$ cat src/rtl/alu_pkg.sv
// alu_pkg: shared opcodes, flag indices and FSM encoding for alu_mc.
// Used by the top and by the bench.
package alu_pkg;

  localparam logic [2:0] ALU_ADD  = 3'b000;
  localparam logic [2:0] ALU_SUB  = 3'b001;
  localparam logic [2:0] ALU_AND  = 3'b010;
  localparam logic [2:0] ALU_ORR  = 3'b011;
  localparam logic [2:0] ALU_EOR  = 3'b100;
  localparam logic [2:0] ALU_ADC  = 3'b101;
  localparam logic [2:0] ALU_MUL  = 3'b110;
  localparam logic [2:0] ALU_RSVD = 3'b111;

  localparam int FLAG_N = 3;
  localparam int FLAG_Z = 2;
  localparam int FLAG_V = 1;
  localparam int FLAG_C = 0;

  typedef enum logic [1:0] {
    ST_IDLE = 2'd0,
    ST_BUSY = 2'd1,
    ST_DONE = 2'd2
  } state_e;

endpackage

$ cat src/rtl/alu_mul_seq.sv
// alu_mul_seq: shift-add multiplier, one multiplier bit per cycle.
// done marks the cycle retiring the last bit; product is the value after it.
module alu_mul_seq #(
  parameter int WIDTH = 32
) (
  input  logic             clk,
  input  logic             reset,
  input  logic             start,
  input  logic [WIDTH-1:0] a,
  input  logic [WIDTH-1:0] b,
  output logic             done,
  output logic [WIDTH-1:0] product
);

  localparam int CW = $clog2(WIDTH + 1);

  logic [WIDTH-1:0] acc_q, acc_d;
  logic [WIDTH-1:0] mcand_q, mcand_d;
  logic [WIDTH-1:0] mplier_q, mplier_d;
  logic [CW-1:0]    cnt_q, cnt_d;
  logic             run_q, run_d;

  always_comb begin
    acc_d    = acc_q;
    mcand_d  = mcand_q;
    mplier_d = mplier_q;
    cnt_d    = cnt_q;
    run_d    = run_q;
    if (start) begin
      acc_d    = '0;
      mcand_d  = a;
      mplier_d = b;
      cnt_d    = CW'(WIDTH);
      run_d    = 1'b1;
    end else if (run_q) begin
      if (mplier_q[0]) acc_d = acc_q + mcand_q;
      mcand_d  = mcand_q << 1;
      mplier_d = mplier_q >> 1;
      cnt_d    = cnt_q - CW'(1);
      if (cnt_q == CW'(1)) run_d = 1'b0;
    end
  end

  assign done    = run_q && (cnt_q == CW'(1));
  assign product = acc_d;

  always_ff @(posedge clk) begin
    if (reset) begin
      acc_q    <= '0;
      mcand_q  <= '0;
      mplier_q <= '0;
      cnt_q    <= '0;
      run_q    <= 1'b0;
    end else begin
      acc_q    <= acc_d;
      mcand_q  <= mcand_d;
      mplier_q <= mplier_d;
      cnt_q    <= cnt_d;
      run_q    <= run_d;
    end
  end

endmodule

$ cat src/rtl/alu_mc.sv
// alu_mc: multi-cycle ALU with registered result/NZVC behind valid/ready.
// Define ALU_MC_MUL_EN to build the iterative multiplier.
module alu_mc
  import alu_pkg::*;
#(
  parameter int WIDTH = 32
) (
  input  logic             clk,
  input  logic             reset,
  input  logic             in_valid,
  output logic             in_ready,
  input  logic [2:0]       alu_control,
  input  logic [WIDTH-1:0] src_a,
  input  logic [WIDTH-1:0] src_b,
  input  logic             carry_in,
  output logic             out_valid,
  input  logic             out_ready,
  output logic [WIDTH-1:0] alu_result,
  output logic [3:0]       alu_flags,
  output logic             err,
  output logic             busy
);

  state_e           state_q, state_d;
  logic [WIDTH-1:0] result_q, result_d;
  logic [3:0]       flags_q, flags_d;
  logic             err_q, err_d;

  logic             accept;
  logic [WIDTH-1:0] b_eff;
  logic             c_in;
  logic [WIDTH:0]   sum;
  logic [WIDTH-1:0] op_res;
  logic             op_v, op_c;
  logic             op_err, op_mul;
  logic [3:0]       op_flags;

  function automatic logic [3:0] mk_flags(
    input logic [WIDTH-1:0] r,
    input logic             v,
    input logic             c
  );
    logic [3:0] f;
    f         = '0;
    f[FLAG_N] = r[WIDTH-1];
    f[FLAG_Z] = (r == '0);
    f[FLAG_V] = v;
    f[FLAG_C] = c;
    return f;
  endfunction

`ifdef ALU_MC_MUL_EN
  logic             mul_start;
  logic             mul_done;
  logic [WIDTH-1:0] mul_prod;

  alu_mul_seq #(
    .WIDTH(WIDTH)
  ) u_mul (
    .clk    (clk),
    .reset  (reset),
    .start  (mul_start),
    .a      (src_a),
    .b      (src_b),
    .done   (mul_done),
    .product(mul_prod)
  );
`endif

  always_comb begin
    b_eff = (alu_control == ALU_SUB) ? ~src_b : src_b;
    c_in  = (alu_control == ALU_SUB) ||
            ((alu_control == ALU_ADC) && carry_in);
    sum   = {1'b0, src_a} + {1'b0, b_eff} +
            {{WIDTH{1'b0}}, c_in};
    op_res = '0;
    op_v   = 1'b0;
    op_c   = 1'b0;
    op_err = 1'b0;
    op_mul = 1'b0;
    unique case (alu_control)
      ALU_ADD, ALU_SUB, ALU_ADC: begin
        op_res = sum[WIDTH-1:0];
        op_c   = sum[WIDTH];
        op_v   = (src_a[WIDTH-1] == b_eff[WIDTH-1]) &&
                 (sum[WIDTH-1] != src_a[WIDTH-1]);
      end
      ALU_AND: op_res = src_a & src_b;
      ALU_ORR: op_res = src_a | src_b;
      ALU_EOR: op_res = src_a ^ src_b;
`ifdef ALU_MC_MUL_EN
      ALU_MUL: op_mul = 1'b1;
`else
      ALU_MUL: op_err = 1'b1;
`endif
      ALU_RSVD: op_err = 1'b1;
    endcase
    // error results report all-zero flags, not Z=1
    op_flags = op_err ? 4'b0000 : mk_flags(op_res, op_v, op_c);
  end

  assign in_ready = (state_q == ST_IDLE) ||
                    ((state_q == ST_DONE) && out_ready);
  assign accept   = in_valid && in_ready;

  always_comb begin
    state_d  = state_q;
    result_d = result_q;
    flags_d  = flags_q;
    err_d    = err_q;
`ifdef ALU_MC_MUL_EN
    mul_start = 1'b0;
`endif
    unique case (state_q)
      ST_IDLE, ST_DONE: begin
        if (accept) begin
          if (op_mul) begin
            state_d = ST_BUSY;
`ifdef ALU_MC_MUL_EN
            mul_start = 1'b1;
`endif
          end else begin
            state_d  = ST_DONE;
            result_d = op_res;
            flags_d  = op_flags;
            err_d    = op_err;
          end
        end else if ((state_q == ST_DONE) && out_ready) begin
          state_d = ST_IDLE;
        end
      end
      ST_BUSY: begin
`ifdef ALU_MC_MUL_EN
        if (mul_done) begin
          state_d  = ST_DONE;
          result_d = mul_prod;
          flags_d  = mk_flags(mul_prod, 1'b0, 1'b0);
          err_d    = 1'b0;
        end
`else
        state_d = ST_IDLE;
`endif
      end
      default: state_d = ST_IDLE;
    endcase
  end

  always_ff @(posedge clk) begin
    if (reset) begin
      state_q  <= ST_IDLE;
      result_q <= '0;
      flags_q  <= '0;
      err_q    <= 1'b0;
    end else begin
      state_q  <= state_d;
      result_q <= result_d;
      flags_q  <= flags_d;
      err_q    <= err_d;
    end
  end

  assign out_valid  = (state_q == ST_DONE);
  assign alu_result = result_q;
  assign alu_flags  = flags_q;
  assign err        = err_q;
`ifdef ALU_MC_MUL_EN
  assign busy = (state_q == ST_BUSY);
`else
  assign busy = 1'b0;
`endif

endmodule

$ cat config.mk
export PLATFORM = sky130hd
export DESIGN_NAME = alu_mc
export DESIGN_NICKNAME = d
export VERILOG_FILES = /design/src/rtl/alu_pkg.sv /design/src/rtl/alu_mul_seq.sv /design/src/rtl/alu_mc.sv
export SDC_FILE = /design/constraint.sdc
export NUM_CORES = 1
export LEC_CHECK = 0
export CORE_MARGIN = 1
export CORE_UTILIZATION = 45
export CTS_CLUSTER_SIZE = 24
export DETAILED_ROUTE_END_ITERATION = 16
export PLACE_DENSITY_LB_ADDON = 0.05
export SLEW_MARGIN = 0
export SYNTH_ARGS = -nofsm -noshare
export SYNTH_HDL_FRONTEND = slang
export SYNTH_HIERARCHICAL = 1
export SYNTH_SLANG_ARGS = --single-unit
$ cat constraint.sdc
create_clock -name clk -period 10.1 [get_ports clk]
set_clock_uncertainty 0.1 [all_clocks]
set_input_delay 1.01 -clock clk [delete_from_list [all_inputs] [get_ports clk]]
set_output_delay 1.01 -clock clk [all_outputs]
set_load 0.005 [all_outputs]
Word level (Yosys, flattened, before mapping). Cells that the tools add are included.

$add $sub $neg: 2. Equal/unequal tests: 9. Multiplexer cells: 8. Bitwise operators: 5. Reductions and logical operators: 15.

Operator list (count): 32-bit one-hot mux with 4 select lines (1); 32-bit by 32-bit adder with 33-bit output (1); 33-bit by 1-bit adder with 33-bit output (1); 32-bit bitwise AND (1); 32-bit zero test (1); 32-bit 2-to-1 mux (1); 32-bit NOT (1); 32-bit OR (1); 32-bit bitwise XOR (1); 3-bit == test (second input constant) (4); 3-bit by 2-bit == test with 1-bit output (second input constant) (2); 2-bit OR reduction (3); 1-bit logical AND (4); 2-bit 2-to-1 mux (2); 4-bit 2-to-1 mux (1); 3-bit by 1-bit == test with 1-bit output (second input constant) (1); 3-bit zero test (1); 1-bit 2-to-1 mux (3); 3-bit OR reduction (1); 2-bit zero test (1); 1-bit logical OR (2); 2-bit AND reduction (1); 2-bit nonzero test (1); 1-bit == test (1); other kinds (2) (2).

Bits in registers: 38. Bits of input ports: 72. Output and inout port bits: 40. Word-level logic and storage cells: 43.

Depth between registers and ports, before layout.
Word-level depth: 8. Mapped depth: 20. Gate-level depth less buffers: 16.

Least setup slack after synthesis. Ideal clock, no wire load.

Kind: in2reg. Start point: in alu_control[0]. End point: reg flags_q[2] (netlist: alu_flags[2]). Library setup time: 60 ps. Arrival: 4906 ps. Required time: 9940 ps. Setup slack: 5034 ps. Cell stages on the path: 20. Path buffers: 4. Path through: buf_2 > buf_2 > buf_1 > nand2b_1 > nor2_1 > buf_2 > xnor2_1 > fa_1 > inv_1 > fa_1 > nand2b_1 > a211oi_2 > o2111a_1 > o31ai_2 > a211oi_1 > o21a_1 > o31ai_1 > a2111oi_0 > nand4_1 > nand2_1.

Cells in the longest elaborated chain, start to end: 7. Elaborated cells on any way between the ends: 19. Those cells by class: add/sub: 2; eq/ne: 7; mux: 4; reduce/logical: 6.

RTL lines: start: declaration (line alu_mc.sv:12) `input logic [2:0] alu_control,`; 3-bit by 1-bit == test with 1-bit output or 3-bit == test (tied branches); 32-bit 2-to-1 mux or 1-bit logical AND (tied branches) (line alu_mc.sv:71, alu_mc.sv:73); 32-bit by 32-bit adder with 33-bit output or 1-bit logical OR (tied branches) (line alu_mc.sv:74, alu_mc.sv:72); 33-bit by 1-bit adder with 33-bit output (line alu_mc.sv:74) `sum = {1'b0, src_a} + {1'b0, b_eff} +`; 32-bit one-hot mux with 4 select lines (line alu_mc.sv:81) `unique case (alu_control)`; 32-bit zero test (line alu_mc.sv:46) `f[FLAG_Z] = (r == '0);`; 4-bit 2-to-1 mux (*) (line alu_mc.sv:99) `op_flags = op_err ? 4'b0000 : mk_flags(op_res, op_v, op_c);`; end signal: assignment (line alu_mc.sv:157) `flags_q <= flags_d;`; end: declaration (line alu_mc.sv:26) `logic [3:0] flags_q, flags_d;`.

Mark *: on every way between the ends. The rest lies on a longest branch, timed or not. A chain may end at the register's enable or synchronous reset.

Final worst setup path. Ends and elaborated chain as after synthesis.

==> out/qor.txt <==
Status -> complete, no violations
Worst EP arrival -> 5850 ps
Fmax achieved -> 175 MHz
CTS Buf Count -> 5
Die Y -> 113 um
Global-route wire length before repair -> 28700 um
Flop pwr share -> 0.226
RSZ-0062 raised after global routing -> no
Initial antenna violation count -> 0
Die extent in x -> 113 um
Gpl congestion -> 0.908
Combinational group share of total power -> 0.498
Clock slew at the register clock pins of the worst setup and hold paths -> 60 ps
Commonest non-fill, non-tap cell in the layout -> clkdlybuf4s50_1
Slew Limit Fails -> 0
Hold crit path type -> flip-flop to flip-flop
Vias in the first global route -> 5567
Most frequent cells in the layout -> 110 x clkdlybuf4s50_1, 95 x ha_1, 80 x inv_1
Pre-CTS setup slack -> 4110 ps
Antenna-violating nets left -> 0
Post-synth cell types -> 81
Synth Flop Type -> dfxtp_1
Final nets -> 999
Net Count, Synth -> 913
Port bufs -> 110
Antenna Cells -> 0
PnR worst setup slack -> 4390 ps
# rows -> 40
EDFF count, synth -> 0
Mapped Cells -> 744
Area Growth Syn to Fin -> 25.2%
Clock share of power -> 0.276
Post-synthesis sequential area ratio -> 0.136
P_int -> 470 uW
Crit Path Max Fanout -> 53
Largest net degree at the start of global routing -> 54
Synth Register Bits -> 38
Final Hold Violating Endpoints -> 0
Filler cells -> 1207
Crit path time final -> 5710 ps
Setup Crit Path Kind -> input pin to flip-flop
Detailed Routing Iterations Pass 1 -> 5
DR vias -> 5722
Initial core utilization -> 0.463
Critical Path Sink Type -> flip-flop
YS warnings -> 6
PostCTS Resize Cnt -> 0
CP Launch Type -> input pin
CTS tree -> done
DPL Wire Length -> 13700 um
PwrDens -> 108 mW/mm2
Gr usage total -> 0.280
Leak -> 3.07 nW
I/O pins -> 112
Psw -> 284 uW
Slew headroom -> 0.302
Die ar. -> 0.0129 mm2
Syn Area/Cell -> 7.50 um2
Initial drt markers -> 434
Period utilization -> 0.565
Mapped cell area -> 0.00558 mm2
FFs w/ async S/R, synth -> 0
Critical Path RT -> 10240 ps
Clock Tree Buf Depth -> 2
Clock Sinks -> 38
Via/cell ratio -> 5.73
Avg WL per Cell -> 17.5 um
Hold_buf cts -> 0
Setup_tns -> 0 ps
Ratio of cells with drive above 1 in the final layout -> 0.0469
CTS Root Cell -> clkbuf_16
Clock latency on the worst-skew pair -> 290 ps
Sw frac -> 0.377
Total congestion overflow -> 0
Core area -> 0.0121 mm2
Post-route DRC violation count -> 0
Worst Tran Pin Value -> 1040 ps
Setup bufs post-CTS -> 0
Max cap viols -> 0
Final setup vio count -> 0
H-tree Lvls -> 2
VDD IR max -> 0.0772 mV
Total Wirelength -> 17500 um
-- power by group through the flow --
stage	combinational [mW]	sequential, mW	clock (mW)
floorplan	0.240	0.174	0
global placement	0.366	0.173	0
detailed placement	0.370	0.174	0
CTS	0.372	0.170	0.210
global route	0.414	0.172	0.218
finish	0.376	0.170	0.208
-- synthesized netlist by cell type, types with 3 or more instances --
master | n | area [um2]
nor2b_1 | 4 | 25.0
nand3_1 | 10 | 50.1
o21a_1 | 11 | 82.6
o211a_1 | 6 | 60.1
and2_1 | 4 | 25.0
nor4_1 | 5 | 31.3
a21oi_1 | 47 | 235
o211ai_1 | 7 | 52.6
a31oi_1 | 4 | 25.0
a222oi_1 | 3 | 30.0
a21o_1 | 7 | 52.6
a211oi_1 | 27 | 203
o21ai_0 | 37 | 185
o2111ai_1 | 4 | 35.0
a22oi_1 | 6 | 45.0
clkbuf_1 | 20 | 75.1
nand2b_1 | 14 | 87.6
ha_1 | 95 | 1190
dfxtp_1 | 38 | 761
a311oi_1 | 3 | 26.3
xor2_1 | 8 | 70.1
a211oi_2 | 3 | 37.5
inv_1 | 80 | 300
nor3_1 | 19 | 95.1
o21ai_1 | 5 | 25.0
xnor2_1 | 43 | 377
o31ai_1 | 5 | 37.5
a22o_1 | 3 | 26.3
a221oi_1 | 7 | 61.3
nand2_1 | 51 | 191
o31ai_2 | 3 | 37.5
buf_1 | 6 | 22.5
a211o_1 | 3 | 26.3
mux2i_1 | 3 | 30.0
buf_2 | 11 | 55.1
nor2_1 | 73 | 274
nand4_1 | 7 | 43.8
and3_1 | 5 | 31.3
-- final cells by class --
type / instances / area (um2) / share of cell area
multi-input combinational: 585 / 4350 / 0.623
timing repair buffer: 118 / 1160 / 0.166
sequential: 38 / 761 / 0.109
inverter: 82 / 308 / 0.0441
tap: 168 / 210 / 0.0301
clock buffer: 5 / 125 / 0.0179
clock inverter: 3 / 68.8 / 0.00985
-- routing by layer --
metal	track usage	wire length [um]
met1	0.374	8280
met2	0.466	7810
met3	0.0450	1120
met4	0.0728	293
met5	0	0
-- cell families after synthesis --
group | after synthesis | share of synthesized area
adder cells (fa/ha/maj) | 97 | 0.220
AO/OA/AOI/OAI | 217 | 0.276
AND/OR/NAND/NOR | 214 | 0.190
buffers and inverters | 121 | 0.0859
multiplexers | 4 | 0.00740
other | 1 | 0.000672
XOR/XNOR | 52 | 0.0830
flip-flops | 38 | 0.136
-- final timing paths --
kind	from	endpoint	slack [ps]	depth (start not counted)
worst max-delay path	alu_control[0]	alu_flags[2]$_SDFFE_PP0P_	4390	19
worst min-delay path	err$_SDFFE_PP0P_	err$_SDFFE_PP0P_	360	2
worst max register to register	state_q[1]$_SDFFE_PP0P_	alu_flags[2]$_SDFFE_PP0P_	7600	9
worst min register to register	err$_SDFFE_PP0P_	err$_SDFFE_PP0P_	360	2
-- sequential cells by signal (all words and copies together) (netlist names) --
register and count:
err 1, alu_result 32, alu_flags 4, state_q 1
-- per-stage QoR --
stage          hold slack, ps  std cells  total power, mW  instance area, um2  utilization
6_report                  356        999            0.755                6980        0.579
3_5_place_dp              350        991            0.544                6790        0.563
5_1_grt                   400        999            0.804                6980        0.579
2_1_floorplan             346        744            0.414                5580            -
3_3_place_gp              342        991            0.540                6790        0.563
4_1_cts                   359        999            0.753                6980        0.579
-- worst max-delay path: stages --
cell and delay (ps):
clkdlybuf4s50_1 470, buf_4 460, nand2b_1 190, nor2_4 100
buf_4 490, xnor2_1 210, fa_1 250, inv_1 70
fa_1 410, nand2b_1 190, a211oi_2 340, o2111a_1 290
nor3_2 70, xnor2_1 120, a221oi_1 400, o2111ai_1 200
nor4_1 310, nand4_1 140, nand2_1 90
Power figures use the tool's default switching activity.
